`config.mk`:
```
export PLATFORM = sky130hd
export DESIGN_NAME = xbar_ctrl_pipe_flat
export DESIGN_NICKNAME = d
export VERILOG_FILES = /design/src/rtl/xbar_ctrl_pipe_if.sv /design/src/rtl/xbar_ctrl_pipe.sv /design/src/flat_wrapper.sv
export SDC_FILE = /design/constraint.sdc
export NUM_CORES = 1
export LEC_CHECK = 0
export CAP_MARGIN = 20
export CORE_UTILIZATION = 41
export DETAILED_ROUTE_END_ITERATION = 12
export PLACE_DENSITY_LB_ADDON = 0.08
export SLEW_MARGIN = 20
export SYNTH_ARGS = -nofsm -noshare
export SYNTH_HDL_FRONTEND = slang
export SYNTH_SLANG_ARGS = --single-unit
```
`constraint.sdc`:
```
create_clock -name clk -period 5.5 [get_ports clk]
set_input_delay 1.1 -clock clk [delete_from_list [all_inputs] [get_ports clk]]
set_output_delay 1.1 -clock clk [all_outputs]
set_load 0.05 [all_outputs]
```
`src/rtl/xbar_ctrl_pipe_if.sv`:
```
`default_nettype none
// ============================================================================
// xbar_ctrl_pipe_if : allocation-in / select-out bundle of the crossbar control
// Rev 1.0
// ============================================================================
interface xbar_ctrl_pipe_if #(
  parameter int NUM_PORT     = 5,
  parameter int LOG_NUM_PORT = 3,
  parameter int CNT_W        = 16
) ();
  logic                             alloc_valid;
  logic                             alloc_ready;
  logic [NUM_PORT*NUM_PORT-1:0]     alloc_vector;
  logic                             out_valid;
  logic                             out_ready;
  logic [NUM_PORT*LOG_NUM_PORT-1:0] out_sel_vector;
  logic [NUM_PORT*LOG_NUM_PORT-1:0] in_sel_vector;
  logic [NUM_PORT-1:0]              in_sel_valid;
  logic                             conflict;
  logic                             conflict_sticky;
  logic                             err_clear;
  logic                             count_clear;
  logic [NUM_PORT*CNT_W-1:0]        trav_count_vector;

  modport master (
    output alloc_valid, alloc_vector, out_ready, err_clear, count_clear,
    input  alloc_ready, out_valid, out_sel_vector, in_sel_vector, in_sel_valid,
           conflict, conflict_sticky, trav_count_vector
  );

  modport slave (
    input  alloc_valid, alloc_vector, out_ready, err_clear, count_clear,
    output alloc_ready, out_valid, out_sel_vector, in_sel_vector, in_sel_valid,
           conflict, conflict_sticky, trav_count_vector
  );
endinterface
`default_nettype wire

```
`src/rtl/xbar_ctrl_pipe.sv`:
```
`default_nettype none
// ============================================================================
// xbar_ctrl_pipe : allocation-matrix decode into registered crossbar selects
// Rev 1.0
// ============================================================================
module xbar_ctrl_pipe #(
  parameter int NUM_PORT     = 5,
  parameter int LOG_NUM_PORT = 3,
  parameter int CNT_W        = 16
) (
  input  logic            clk,
  input  logic            reset,
  xbar_ctrl_pipe_if.slave bus
);
  typedef logic [LOG_NUM_PORT-1:0] sel_t;
  typedef logic [CNT_W-1:0]        cnt_t;

  localparam sel_t IDLE    = {LOG_NUM_PORT{1'b1}};
  localparam cnt_t CNT_MAX = {CNT_W{1'b1}};

  sel_t [NUM_PORT-1:0] dec_out_sel;
  sel_t [NUM_PORT-1:0] dec_in_sel;
  logic [NUM_PORT-1:0] dec_in_valid;
  logic                row_err;
  logic                col_err;
  logic                alloc_ready_w;
  logic                accept;
  logic                rel;

  logic                out_valid_d,    out_valid_q;
  sel_t [NUM_PORT-1:0] out_sel_d,      out_sel_q;
  sel_t [NUM_PORT-1:0] in_sel_d,       in_sel_q;
  logic [NUM_PORT-1:0] in_sel_valid_d, in_sel_valid_q;
  logic                conflict_d,     conflict_q;
  logic                sticky_d,       sticky_q;
  cnt_t [NUM_PORT-1:0] cnt_d,          cnt_q;

  // Row decode: descending scan so the lowest set bit is the last write.
  always_comb begin
    row_err = 1'b0;
    for (int j = 0; j < NUM_PORT; j++) begin
      dec_out_sel[j] = IDLE;
      for (int i = NUM_PORT - 1; i >= 0; i--) begin
        if (bus.alloc_vector[j*NUM_PORT + i]) dec_out_sel[j] = sel_t'(i);
      end
      if ((bus.alloc_vector[j*NUM_PORT +: NUM_PORT] &
           (bus.alloc_vector[j*NUM_PORT +: NUM_PORT] - 1'b1)) != '0) row_err = 1'b1;
    end
  end

  // Column decode: IDLE never matches a real output index, so idle rows drop out.
  always_comb begin
    col_err = 1'b0;
    for (int i = 0; i < NUM_PORT; i++) begin
      dec_in_sel[i]   = IDLE;
      dec_in_valid[i] = 1'b0;
      for (int j = 0; j < NUM_PORT; j++) begin
        if (dec_out_sel[j] == sel_t'(i)) begin
          if (dec_in_valid[i]) begin
            col_err = 1'b1;
          end else begin
            dec_in_sel[i]   = sel_t'(j);
            dec_in_valid[i] = 1'b1;
          end
        end
      end
    end
  end

  assign alloc_ready_w = ~out_valid_q | bus.out_ready;
  assign accept        = bus.alloc_valid & alloc_ready_w;
  assign rel           = out_valid_q & bus.out_ready;

  always_comb begin
    out_valid_d    = out_valid_q;
    out_sel_d      = out_sel_q;
    in_sel_d       = in_sel_q;
    in_sel_valid_d = in_sel_valid_q;
    conflict_d     = conflict_q;
    sticky_d       = sticky_q;
    cnt_d          = cnt_q;
    if (accept) begin
      out_valid_d    = 1'b1;
      out_sel_d      = dec_out_sel;
      in_sel_d       = dec_in_sel;
      in_sel_valid_d = dec_in_valid;
      conflict_d     = row_err | col_err;
    end else if (rel) begin
      out_valid_d    = 1'b0;
    end
    if (accept && (row_err || col_err)) sticky_d = 1'b1;
    else if (bus.err_clear)             sticky_d = 1'b0;
    for (int i = 0; i < NUM_PORT; i++) begin
      if (bus.count_clear) cnt_d[i] = '0;
      else if (accept && dec_in_valid[i] && cnt_q[i] != CNT_MAX) cnt_d[i] = cnt_q[i] + 1'b1;
    end
  end

  always_ff @(posedge clk) begin
    if (reset) begin
      out_valid_q    <= 1'b0;
      out_sel_q      <= {NUM_PORT{IDLE}};
      in_sel_q       <= {NUM_PORT{IDLE}};
      in_sel_valid_q <= '0;
      conflict_q     <= 1'b0;
      sticky_q       <= 1'b0;
      cnt_q          <= '0;
    end else begin
      out_valid_q    <= out_valid_d;
      out_sel_q      <= out_sel_d;
      in_sel_q       <= in_sel_d;
      in_sel_valid_q <= in_sel_valid_d;
      conflict_q     <= conflict_d;
      sticky_q       <= sticky_d;
      cnt_q          <= cnt_d;
    end
  end

  assign bus.alloc_ready       = alloc_ready_w;
  assign bus.out_valid         = out_valid_q;
  assign bus.out_sel_vector    = out_sel_q;
  assign bus.in_sel_vector     = in_sel_q;
  assign bus.in_sel_valid      = in_sel_valid_q;
  assign bus.conflict          = conflict_q;
  assign bus.conflict_sticky   = sticky_q;
  assign bus.trav_count_vector = cnt_q;
endmodule
`default_nettype wire

```
`src/flat_wrapper.sv`:
```
// flat-port wrapper written by rule: the top's interface ports become plain ports
module xbar_ctrl_pipe_flat 
#(
  parameter int NUM_PORT     = 5,
  parameter int LOG_NUM_PORT = 3,
  parameter int CNT_W        = 16
)
  (clk, reset, bus_alloc_valid, bus_alloc_vector, bus_out_ready, bus_err_clear, bus_count_clear, bus_alloc_ready, bus_out_valid, bus_out_sel_vector, bus_in_sel_vector, bus_in_sel_valid, bus_conflict, bus_conflict_sticky, bus_trav_count_vector);
  xbar_ctrl_pipe_if #(.NUM_PORT(NUM_PORT), .LOG_NUM_PORT(LOG_NUM_PORT), .CNT_W(CNT_W)) bus_i ();
  input  logic clk;
  input  logic reset;
  input wire logic [$bits(bus_i.alloc_valid)-1:0] bus_alloc_valid;
  input wire logic [$bits(bus_i.alloc_vector)-1:0] bus_alloc_vector;
  input wire logic [$bits(bus_i.out_ready)-1:0] bus_out_ready;
  input wire logic [$bits(bus_i.err_clear)-1:0] bus_err_clear;
  input wire logic [$bits(bus_i.count_clear)-1:0] bus_count_clear;
  output wire logic [$bits(bus_i.alloc_ready)-1:0] bus_alloc_ready;
  output wire logic [$bits(bus_i.out_valid)-1:0] bus_out_valid;
  output wire logic [$bits(bus_i.out_sel_vector)-1:0] bus_out_sel_vector;
  output wire logic [$bits(bus_i.in_sel_vector)-1:0] bus_in_sel_vector;
  output wire logic [$bits(bus_i.in_sel_valid)-1:0] bus_in_sel_valid;
  output wire logic [$bits(bus_i.conflict)-1:0] bus_conflict;
  output wire logic [$bits(bus_i.conflict_sticky)-1:0] bus_conflict_sticky;
  output wire logic [$bits(bus_i.trav_count_vector)-1:0] bus_trav_count_vector;
  assign bus_i.alloc_valid = bus_alloc_valid;
  assign bus_i.alloc_vector = bus_alloc_vector;
  assign bus_i.out_ready = bus_out_ready;
  assign bus_i.err_clear = bus_err_clear;
  assign bus_i.count_clear = bus_count_clear;
  assign bus_alloc_ready = bus_i.alloc_ready;
  assign bus_out_valid = bus_i.out_valid;
  assign bus_out_sel_vector = bus_i.out_sel_vector;
  assign bus_in_sel_vector = bus_i.in_sel_vector;
  assign bus_in_sel_valid = bus_i.in_sel_valid;
  assign bus_conflict = bus_i.conflict;
  assign bus_conflict_sticky = bus_i.conflict_sticky;
  assign bus_trav_count_vector = bus_i.trav_count_vector;
  xbar_ctrl_pipe #(.NUM_PORT(NUM_PORT), .LOG_NUM_PORT(LOG_NUM_PORT), .CNT_W(CNT_W)) u_core (.clk(clk), .reset(reset), .bus(bus_i));
endmodule
```
==> impl_metrics.toml, run 1 <==
[worst_setup_path]
worst_path_slowest_cell = "sky130_fd_sc_hd__clkdlybuf4s50_1"
cell_breakdown_of_the_critical_path = "clkdlybuf4s50_1 -> nand2b_1 -> clkdlybuf4s50_1"
arrival_ps = 2590
worst-path-buf-inv = 2
cpPeakStageDelay_ps = 840
crit_path_end_kind = "primary output"
worst_path_most_repeated_cell = "sky130_fd_sc_hd__clkdlybuf4s50_1"
crit_fanout = 5
cp_top_family = "buffers and inverters"
required_time_of_the_critical_path_ps = 4400
critPathKind = "in -> out"
start_kind = "input pin"

[yosys]
synth_warnings = 0
avg_synthesized_cell_area_um2 = 8.41
synth_top_area_share = 0.399
number_of_library_cell_types_mapped_by_synthesis = 66
fraction_of_registers_with_async_set_reset = 0
postSynthCellCount = 703
synth_top_cells_by_count = "118 x sky130_fd_sc_hd__dfxtp_1, 107 x sky130_fd_sc_hd__nor2_1, 48 x sky130_fd_sc_hd__xor2_1, 47 x sky130_fd_sc_hd__nand2_1, 45 x sky130_fd_sc_hd__a21oi_1"
synth-edff-count = 0
synth_ff_type = "sky130_fd_sc_hd__dfxtp_1"
ys_top_cells_by_area = "sky130_fd_sc_hd__dfxtp_1 40%, sky130_fd_sc_hd__xor2_1 7.1%, sky130_fd_sc_hd__nor2_1 6.8%"
yosysTopAreaCell = "sky130_fd_sc_hd__dfxtp_1"
synth-seq-cells = 118
post-synth-top-count-cell = "sky130_fd_sc_hd__dfxtp_1"
net_count_synth = 739
synth.cell_area_um2 = 5910
synth-seq-area-share = 0.399

[pwr]
peakVddDrop_v = 0.000186
p_leak_nw = 2.83
pwr_density_cell_nw_per_um2 = 286

[detailed_routing]
antenna_violating_nets_post_route = 0
detail_route.drc_violations = 0
drt-vias-per-instance = 5.55
wl_per_cell_um = 16.2
via_count = 5725
totalWireLength_um = 16700
first_pass_iters = 5
detailed_route_iter0_violations = 333

[place]
pre_cts_slack_ps = 1580
gp_congestion = 0.897
hpwl_um = 11800
input_output_buffers = 149

[grt]
globalRouteTotalUtil = 0.227
grt_max_degree = 46
grt.overflow.total = 0
first_pass_grt_wire_length_um = 26700
antenna_found_initial = 0
first_global_vias = 5312

[floorplan]
floorplan.core_area_um2 = 14000
io-pin-count = 150
starting_density_of_the_core = 0.423
placementRows = 43
die-area_um2 = 14900
die_w_um = 122
die-height_um = 122

[clock_network]
clock_tree_from_tritoncts = "built"
clkSlewWorstSetupHoldPaths_ps = 50
cts_resized = 0
root_buffer = "sky130_fd_sc_hd__clkbuf_16"
clk_latency_ps = 410
cts_made_buffers = 17
max_clock_buf_depth = 2
hold_buffers = 0
cts_post_setup_buffers_inserted = 0
clkSinkCount = 118
h-tree-depth = 4

[finish]
filler_cell_count = 1295
num_antenna_cells = 0
layout-area-overhead-vs-synth_pct = 37.1
finish.net_count = 875
final_core_utilization = 0.580
layout-drive-gt1-share = 0.0623

[sta]
rsz0062_at_grt = "no"
setup_ws_post_layout_ps = 1810
portion_of_the_clock_cycle_consumed_by_the_worst_path_in_the_final_layout = 0.670
fin_worst_skew_ps = 7.14
setup-violations-final = 0
relSlewSlack = 0.400
worst-slew-pin-transition_ps = 892
max_clock_freq_ghz = 0.271
final-hold-violation-count = 0
setup_total_negative_slack_ps = 0
timing.final.max_slew_violations = 0
layout_min_cycle_time_ps = 3690

[flow_run]
max-cap-violations = 0

[min_path]
hold_path_class = "reg -> reg"

[outcome]
outcome = "complete, no violations"
[sequential cells by signal, indices dropped and copies added (netlist names)]
name                          count
u_core.bus.trav_count_vector     80
u_core.bus.out_valid              1
u_core.bus.in_sel_valid           5
u_core.bus.conflict_sticky        1
u_core.bus.out_sel_vector        15
u_core.bus.in_sel_vector         15
u_core.bus.conflict               1
[kinds of logic (layout without fill, tap and decap cells)]
logic type	count (synthesis)	count (layout)	share of synthesized area
buffers and inverters	53	201	0.0387
xor gates and xnor gates	67	67	0.0992
DFF	118	118	0.399
AOI/OAI and AO/OA	119	119	0.146
and+or+nand+nor	337	337	0.300
muxes	3	3	0.00508
adders and majority gates	6	6	0.0123
[layout by cell type, fill, tap and decap left out, drive strengths merged, types with 19 or more instances in the layout]
master / instances
clkbuf: 23
xor2: 48
nand2: 48
xnor2: 19
nor2: 107
and3: 22
dfxtp: 118
nand3: 41
clkdlybuf4s50: 149
nor3: 21
nand4: 28
a21oi: 45
[worst paths after layout]
path / startpoint / endpoint / slack, ps / cells past startpoint
setup / recovery: bus_out_ready / bus_alloc_ready / 1810 / 3
hold / removal: u_core.bus.in_sel_valid[2] / u_core.bus.in_sel_valid[2] / 460 / 2
setup reg to reg: u_core.bus.trav_count_vector[0] / u_core.bus.trav_count_vector[4] / 3140 / 7
hold reg to reg: u_core.bus.in_sel_valid[2] / u_core.bus.in_sel_valid[2] / 460 / 2
[where the power goes]
group / switching [mW] / internal (mW)
Clock: 0.378 / 0.756
Sequential: 0.0145 / 0.880
Combinational: 0.193 / 0.101
[tightest hold or removal path: cells and delay by family (launching register included)]
family           cells  cell delay (ps)
AO/OA/AOI/OAI        1               50
flip-flops           1              310
AND/OR/NAND/NOR      1               50
[layout make-up]
class                   instances  area, um^2  area share
multi-input cells             532        3320       0.410
flip-flops and latches        118        2360       0.291
repair buffers                154        1530       0.189
clock buffers                  23         488      0.0602
well taps                     180         225      0.0278
clock inverters                 8         121      0.0150
inverters                      16        60.1     0.00741
[per-layer routing]
layer,global-route usage,routed length [um]
met1,0.310,7940
met2,0.349,7530
met3,0.0613,1020
met4,0.0678,171
met5,0,0
[metrics by stage]
step	power, mW	hold slack (ps)	instances	instance area [um^2]
final	2.32	458	1031	8110
after global placement	1.20	445	1000	7500
after floorplan	1.10	675	703	5910
after global routing	2.41	476	1031	8110
after CTS	2.34	462	1031	8110
after detailed placement	1.21	452	1000	7500
Note: power is estimated with default switching activity, not from simulation.
==> run 2: changes to the inputs <==
- clock period: 5.5 -> 3.36 ns (I/O delays scaled with it)
==> run 2 against run 1 <==
Die area unchanged. Non-clock buffer count grew 15. Worst hold slack worse by 2.5 ps. Worst setup slack lost 1300 ps. Utilization rose by 0.75 points. Combinational power is 68% higher. Total power increased by 64%. Critical path depth unchanged. Largest cell class unchanged. Highest routed layer unchanged. First-iteration DRC count grew 16%. Via count grew 0.59%. Sequential power grew 63%. Clock skew about the same.
==> impl_metrics.toml, run 2 (same netlist as run 1, synthesis figures left out) <==
[sta]
final-hold-violation-count = 0
max_clock_freq_ghz = 0.352
rsz0062_at_grt = "no"
worst-slew-pin-transition_ps = 914
fin_worst_skew_ps = 7.05
portion_of_the_clock_cycle_consumed_by_the_worst_path_in_the_final_layout = 0.846
timing.final.max_slew_violations = 0
layout_min_cycle_time_ps = 2840
setup_total_negative_slack_ps = 0
setup-violations-final = 0
relSlewSlack = 0.385

[clock_network]
hold_buffers = 0
max_clock_buf_depth = 2
cts_made_buffers = 17
h-tree-depth = 4
cts_post_setup_buffers_inserted = 0
cts_resized = 0
clk_latency_ps = 420
clkSinkCount = 118
clock_tree_from_tritoncts = "built"
clkSlewWorstSetupHoldPaths_ps = 50
root_buffer = "sky130_fd_sc_hd__clkbuf_16"

[detailed_routing]
detailed_route_iter0_violations = 387
detail_route.drc_violations = 0
drt-vias-per-instance = 5.51
antenna_violating_nets_post_route = 0
first_pass_iters = 5
totalWireLength_um = 16900
wl_per_cell_um = 16.2
via_count = 5759

[grt]
first_global_vias = 5251
first_pass_grt_wire_length_um = 26700
grt_max_degree = 65
antenna_found_initial = 0
globalRouteTotalUtil = 0.232
grt.overflow.total = 0

[place]
input_output_buffers = 149
hpwl_um = 12100
dpl-instance-area_um2 = 7610
inst_count_dp = 1015
gp_congestion = 0.905

[floorplan]
placementRows = 43
die-height_um = 122
die-area_um2 = 14900
starting_density_of_the_core = 0.423
floorplan.core_area_um2 = 14000
io-pin-count = 150
die_w_um = 122

[min_path]
timing.hold.worst_path_depth = 2
hold_path_class = "reg -> reg"

[finish]
num_antenna_cells = 0
footprint_of_the_multi_input_gates_um2 = 3330
layout-area-overhead-vs-synth_pct = 38.9
finish.net_count = 890
layout-drive-gt1-share = 0.0763
seqCellArea_um2 = 2360
final_cell_count_no_fill = 1045
final_common_cell = "sky130_fd_sc_hd__clkdlybuf4s50_1"
filler_cell_count = 1288
largest_reg_flops = 80
most-common-layout-cells = "149 x sky130_fd_sc_hd__clkdlybuf4s50_1, 118 x sky130_fd_sc_hd__dfxtp_1, 107 x sky130_fd_sc_hd__nor2_1, 48 x sky130_fd_sc_hd__xor2_1, 47 x sky130_fd_sc_hd__nand2_1"
final_design_area_no_fill_um2 = 8210

[worst_setup_path]
cpPeakStageDelay_ps = 840
required_time_of_the_critical_path_ps = 2690
worst_path_slowest_cell = "sky130_fd_sc_hd__clkdlybuf4s50_1"
critPathKind = "in -> out"
crit_fanout = 5
ff2ff_setup_slack_ps = 920
rr_startpoint = "u_core.bus.trav_count_vector[0]"
critical_path.startpoint = "bus_out_ready"
r2r-end = "u_core.bus.trav_count_vector[2]"
cell_breakdown_of_the_critical_path = "clkdlybuf4s50_1 -> nand2b_1 -> clkdlybuf4s50_1"
worstSetupEndpoint = "bus_alloc_ready"
cp_top_family = "buffers and inverters"
crit_path_end_kind = "primary output"
arrival_ps = 2170
worst_path_most_repeated_cell = "sky130_fd_sc_hd__clkdlybuf4s50_1"
length_in_cells_of_the_worst_reg_to_reg_path = 7
start_kind = "input pin"
worst-path-buf-inv = 2
cp_num_cells = 3

[outcome]
outcome = "complete, no violations"

[pwr]
peakVddDrop_v = 0.000325
p_leak_nw = 2.89
pwr_density_cell_nw_per_um2 = 464

[flow_run]
max-cap-violations = 0
[run 2: cell types whose count changed in the layout (fill, tap and decap cells not counted)]
cell,previous run,this run
sky130_fd_sc_hd__buf_4,5,20
sky130_fd_sc_hd__or2_4,0,1
sky130_fd_sc_hd__clkinv_2,3,0
sky130_fd_sc_hd__or2_2,1,0
sky130_fd_sc_hd__clkbuf_1,2,3
sky130_fd_sc_hd__clkinvlp_4,1,3
sky130_fd_sc_hd__clkbuf_8,4,3
[run 2: layer usage]
layer	global-route usage	vias to the layer above	wire, um
li1	-	2834	-
met1	0.310	2743	8030
met2	0.359	160	7640
met3	0.0534	22	883
met4	0.0960	0	353
met5	0	-	0
[run 2: where the power goes]
part / internal [mW] / switching [mW]
logic: 0.174 / 0.320
clock network: 1.22 / 0.636
registers: 1.44 / 0.0240
total: 2.83 / 0.979
[run 2: stage by stage]
step,total power [mW],setup WS [ps],hold WS (ps),utilization
finish,3.81,517,455,0.587
global route,3.94,380,480,0.587
CTS,3.84,513,461,0.587
detailed placement,1.99,144,454,0.544
global placement,1.98,158,444,0.544
floorplan,1.80,716,675,-
[run 2: worst reg2reg max path, delay by kind of cell (launching register included)]
family          cells  cell delay [ps]
compound gates      1              370
xor+xnor            1              180
fa+ha+maj           1              280
flops               1              390
simple gates        4             1090
[run 2: how the worst min path moves through the flow]
stage / start / to / slack (ps)
floorplan: u_core.bus.conflict / u_core.bus.conflict / 680
global placement: u_core.bus.conflict / u_core.bus.conflict / 440
detailed placement: u_core.bus.out_sel_vector[4] / u_core.bus.out_sel_vector[4] / 450
CTS: u_core.bus.conflict / u_core.bus.conflict / 460
global route: u_core.bus.out_sel_vector[4] / u_core.bus.out_sel_vector[4] / 480
finish: u_core.bus.conflict / u_core.bus.conflict / 460
[run 2: final cells by class]
class | instances | share of cell area
Clock buffer | 23 | 0.0582
Clock inverter | 7 | 0.0148
Inverter | 16 | 0.00731
Multi-Input combinational cell | 532 | 0.405
Sequential cell | 118 | 0.288
Tap cell | 180 | 0.0274
Timing Repair Buffer | 169 | 0.200
==> run 3: changes to the inputs <==
- clock period: 3.36 -> 2.8 ns (I/O delays scaled with it)
==> run 3 against run 2 <==
Clock power rose by 17%. Design area rose by 4.6%. Clock skew barely moved. Routed wire length rose by 3.7%. Via count rose by 2.8%. Register-to-register slack got worse by 310 ps. Worst setup slack got worse by 260 ps. Utilization rose by 2.7 points. Cell count rose by 4.8%. Highest routed layer unchanged.
==> impl_metrics.toml, run 3 (same netlist as run 1, synthesis figures left out) <==
[clock_network]
hold_buffers = 0
clk_latency_ps = 420
cts_post_setup_buffers_inserted = 0
max_clock_buf_depth = 2
clkSinkCount = 118
clkSlewWorstSetupHoldPaths_ps = 50
h-tree-depth = 4
cts_resized = 0
cts_made_buffers = 17
root_buffer = "sky130_fd_sc_hd__clkbuf_16"
clock_tree_from_tritoncts = "built"

[sta]
final-hold-violation-count = 0
max_clock_freq_ghz = 0.393
portion_of_the_clock_cycle_consumed_by_the_worst_path_in_the_final_layout = 0.908
layout_min_cycle_time_ps = 2540
timing.final.max_slew_violations = 0
relSlewSlack = 0.303
setup-violations-final = 0
fin_worst_skew_ps = 6.65
worst-slew-pin-transition_ps = 1050
rsz0062_at_grt = "no"

[finish]
filler_cell_count = 1271
layout-area-overhead-vs-synth_pct = 45.2
footprint_of_the_multi_input_gates_um2 = 3320
finish.net_count = 940
num_antenna_cells = 0
final_common_cell = "sky130_fd_sc_hd__clkdlybuf4s50_1"
layout-drive-gt1-share = 0.130
final_design_area_no_fill_um2 = 8590
largest_reg_flops = 80
most-common-layout-cells = "148 x sky130_fd_sc_hd__clkdlybuf4s50_1, 118 x sky130_fd_sc_hd__dfxtp_1, 107 x sky130_fd_sc_hd__nor2_1, 70 x sky130_fd_sc_hd__buf_4, 48 x sky130_fd_sc_hd__xor2_1"
seqCellArea_um2 = 2360

[place]
input_output_buffers = 149
hpwl_um = 12900
gp_congestion = 0.919
dpl-instance-area_um2 = 8000

[pwr]
pwr_density_cell_nw_per_um2 = 533
p_leak_nw = 3.14
fin_total_pwr_mw = 4.58
peakVddDrop_v = 0.000495

[grt]
first_pass_grt_wire_length_um = 27600
grt_max_degree = 56
first_global_vias = 5538
grt.overflow.total = 0
globalRouteTotalUtil = 0.237
antenna_found_initial = 0

[floorplan]
io-pin-count = 150
die-height_um = 122
floorplan.core_area_um2 = 14000
starting_density_of_the_core = 0.423
placementRows = 43
die_w_um = 122
die-area_um2 = 14900

[worst_setup_path]
critPathKind = "in -> reg"
arrival_ps = 2820
length_in_cells_of_the_worst_reg_to_reg_path = 6
required_time_of_the_critical_path_ps = 3080
crit_fanout = 9
critical_path.startpoint = "bus_alloc_vector[0]"
start_kind = "input pin"
rr_startpoint = "u_core.bus.trav_count_vector[32]"
crit_path_end_kind = "flip-flop"

[min_path]
hold_path_class = "reg -> reg"
timing.hold.worst_path_depth = 1
hold_path_startpoint = "u_core.bus.in_sel_vector[14]"

[detailed_routing]
detail_route.drc_violations = 0
antenna_violating_nets_post_route = 0
drt-vias-per-instance = 5.41
detailed_route_iter0_violations = 350
wl_per_cell_um = 16.0
first_pass_iters = 4
totalWireLength_um = 17500
via_count = 5921

[outcome]
outcome = "complete, no violations"

[flow_run]
max-cap-violations = 0
## run 3: cell types whose count changed in the layout (fill, tap and decap cells not counted), sizes merged
cell,change
clkdlybuf4s50,-1
buf,+51
clkinv,+1
inv,+1
clkinvlp,-1
bufinv,-1
## run 3: per-layer routing
layer | global-route usage | vias to the layer above | share of wire | wire [um]
met5 | 0 | - | 0 | 0
met4 | 0.0762 | 0 | 0.010 | 175
met3 | 0.0478 | 13 | 0.043 | 754
met2 | 0.361 | 147 | 0.45 | 7950
met1 | 0.332 | 2828 | 0.49 | 8650
li1 | - | 2933 | - | -
## run 3: layout make-up
type	instances	share of cell area
multi-input cells	532	0.387
repair buffers	219	0.236
clock inverters	7	0.0109
clock buffers	23	0.0580
flip-flops and latches	118	0.275
well taps	180	0.0262
inverters	16	0.00699
## run 3: critical path: stages
cell and delay [ps]:
sky130_fd_sc_hd__clkdlybuf4s50_1 510, sky130_fd_sc_hd__buf_4 180, sky130_fd_sc_hd__nor2_1 70, sky130_fd_sc_hd__a32oi_1 630, sky130_fd_sc_hd__nand3_1 200, sky130_fd_sc_hd__a311oi_1 330
sky130_fd_sc_hd__a41o_1 260, sky130_fd_sc_hd__a21oi_1 80
## run 3: through the flow
| stage | worst slack (ps) | std cells | hold slack, ps | setup TNS (ps) | utilization |
|---|---|---|---|---|---|
| after detailed placement | -122 | 1065 | 450 | -2140 | 0.572 |
| after CTS | 291 | 1095 | 463 | 0 | 0.614 |
| final | 258 | 1095 | 460 | 0 | 0.614 |
| after global routing | 120 | 1095 | 478 | 0 | 0.614 |
| after global placement | -105 | 1065 | 446 | -1580 | 0.572 |
| after floorplan | 157 | 703 | 675 | 0 | - |
## run 3: path summary, 6_finish.rpt
kind,endpoint,slack (ps)
hold reg to reg,u_core.bus.in_sel_vector[14],460
hold / removal,u_core.bus.in_sel_vector[14],460
setup reg to reg,u_core.bus.trav_count_vector[40],610
setup / recovery,u_core.bus.conflict,260
## run 3: power breakdown
part	switching [mW]	leakage (nW)	internal, mW
clock	0.756	0.288	1.42
combinational	0.394	1.89	0.251
sequential	0.0302	0.961	1.73
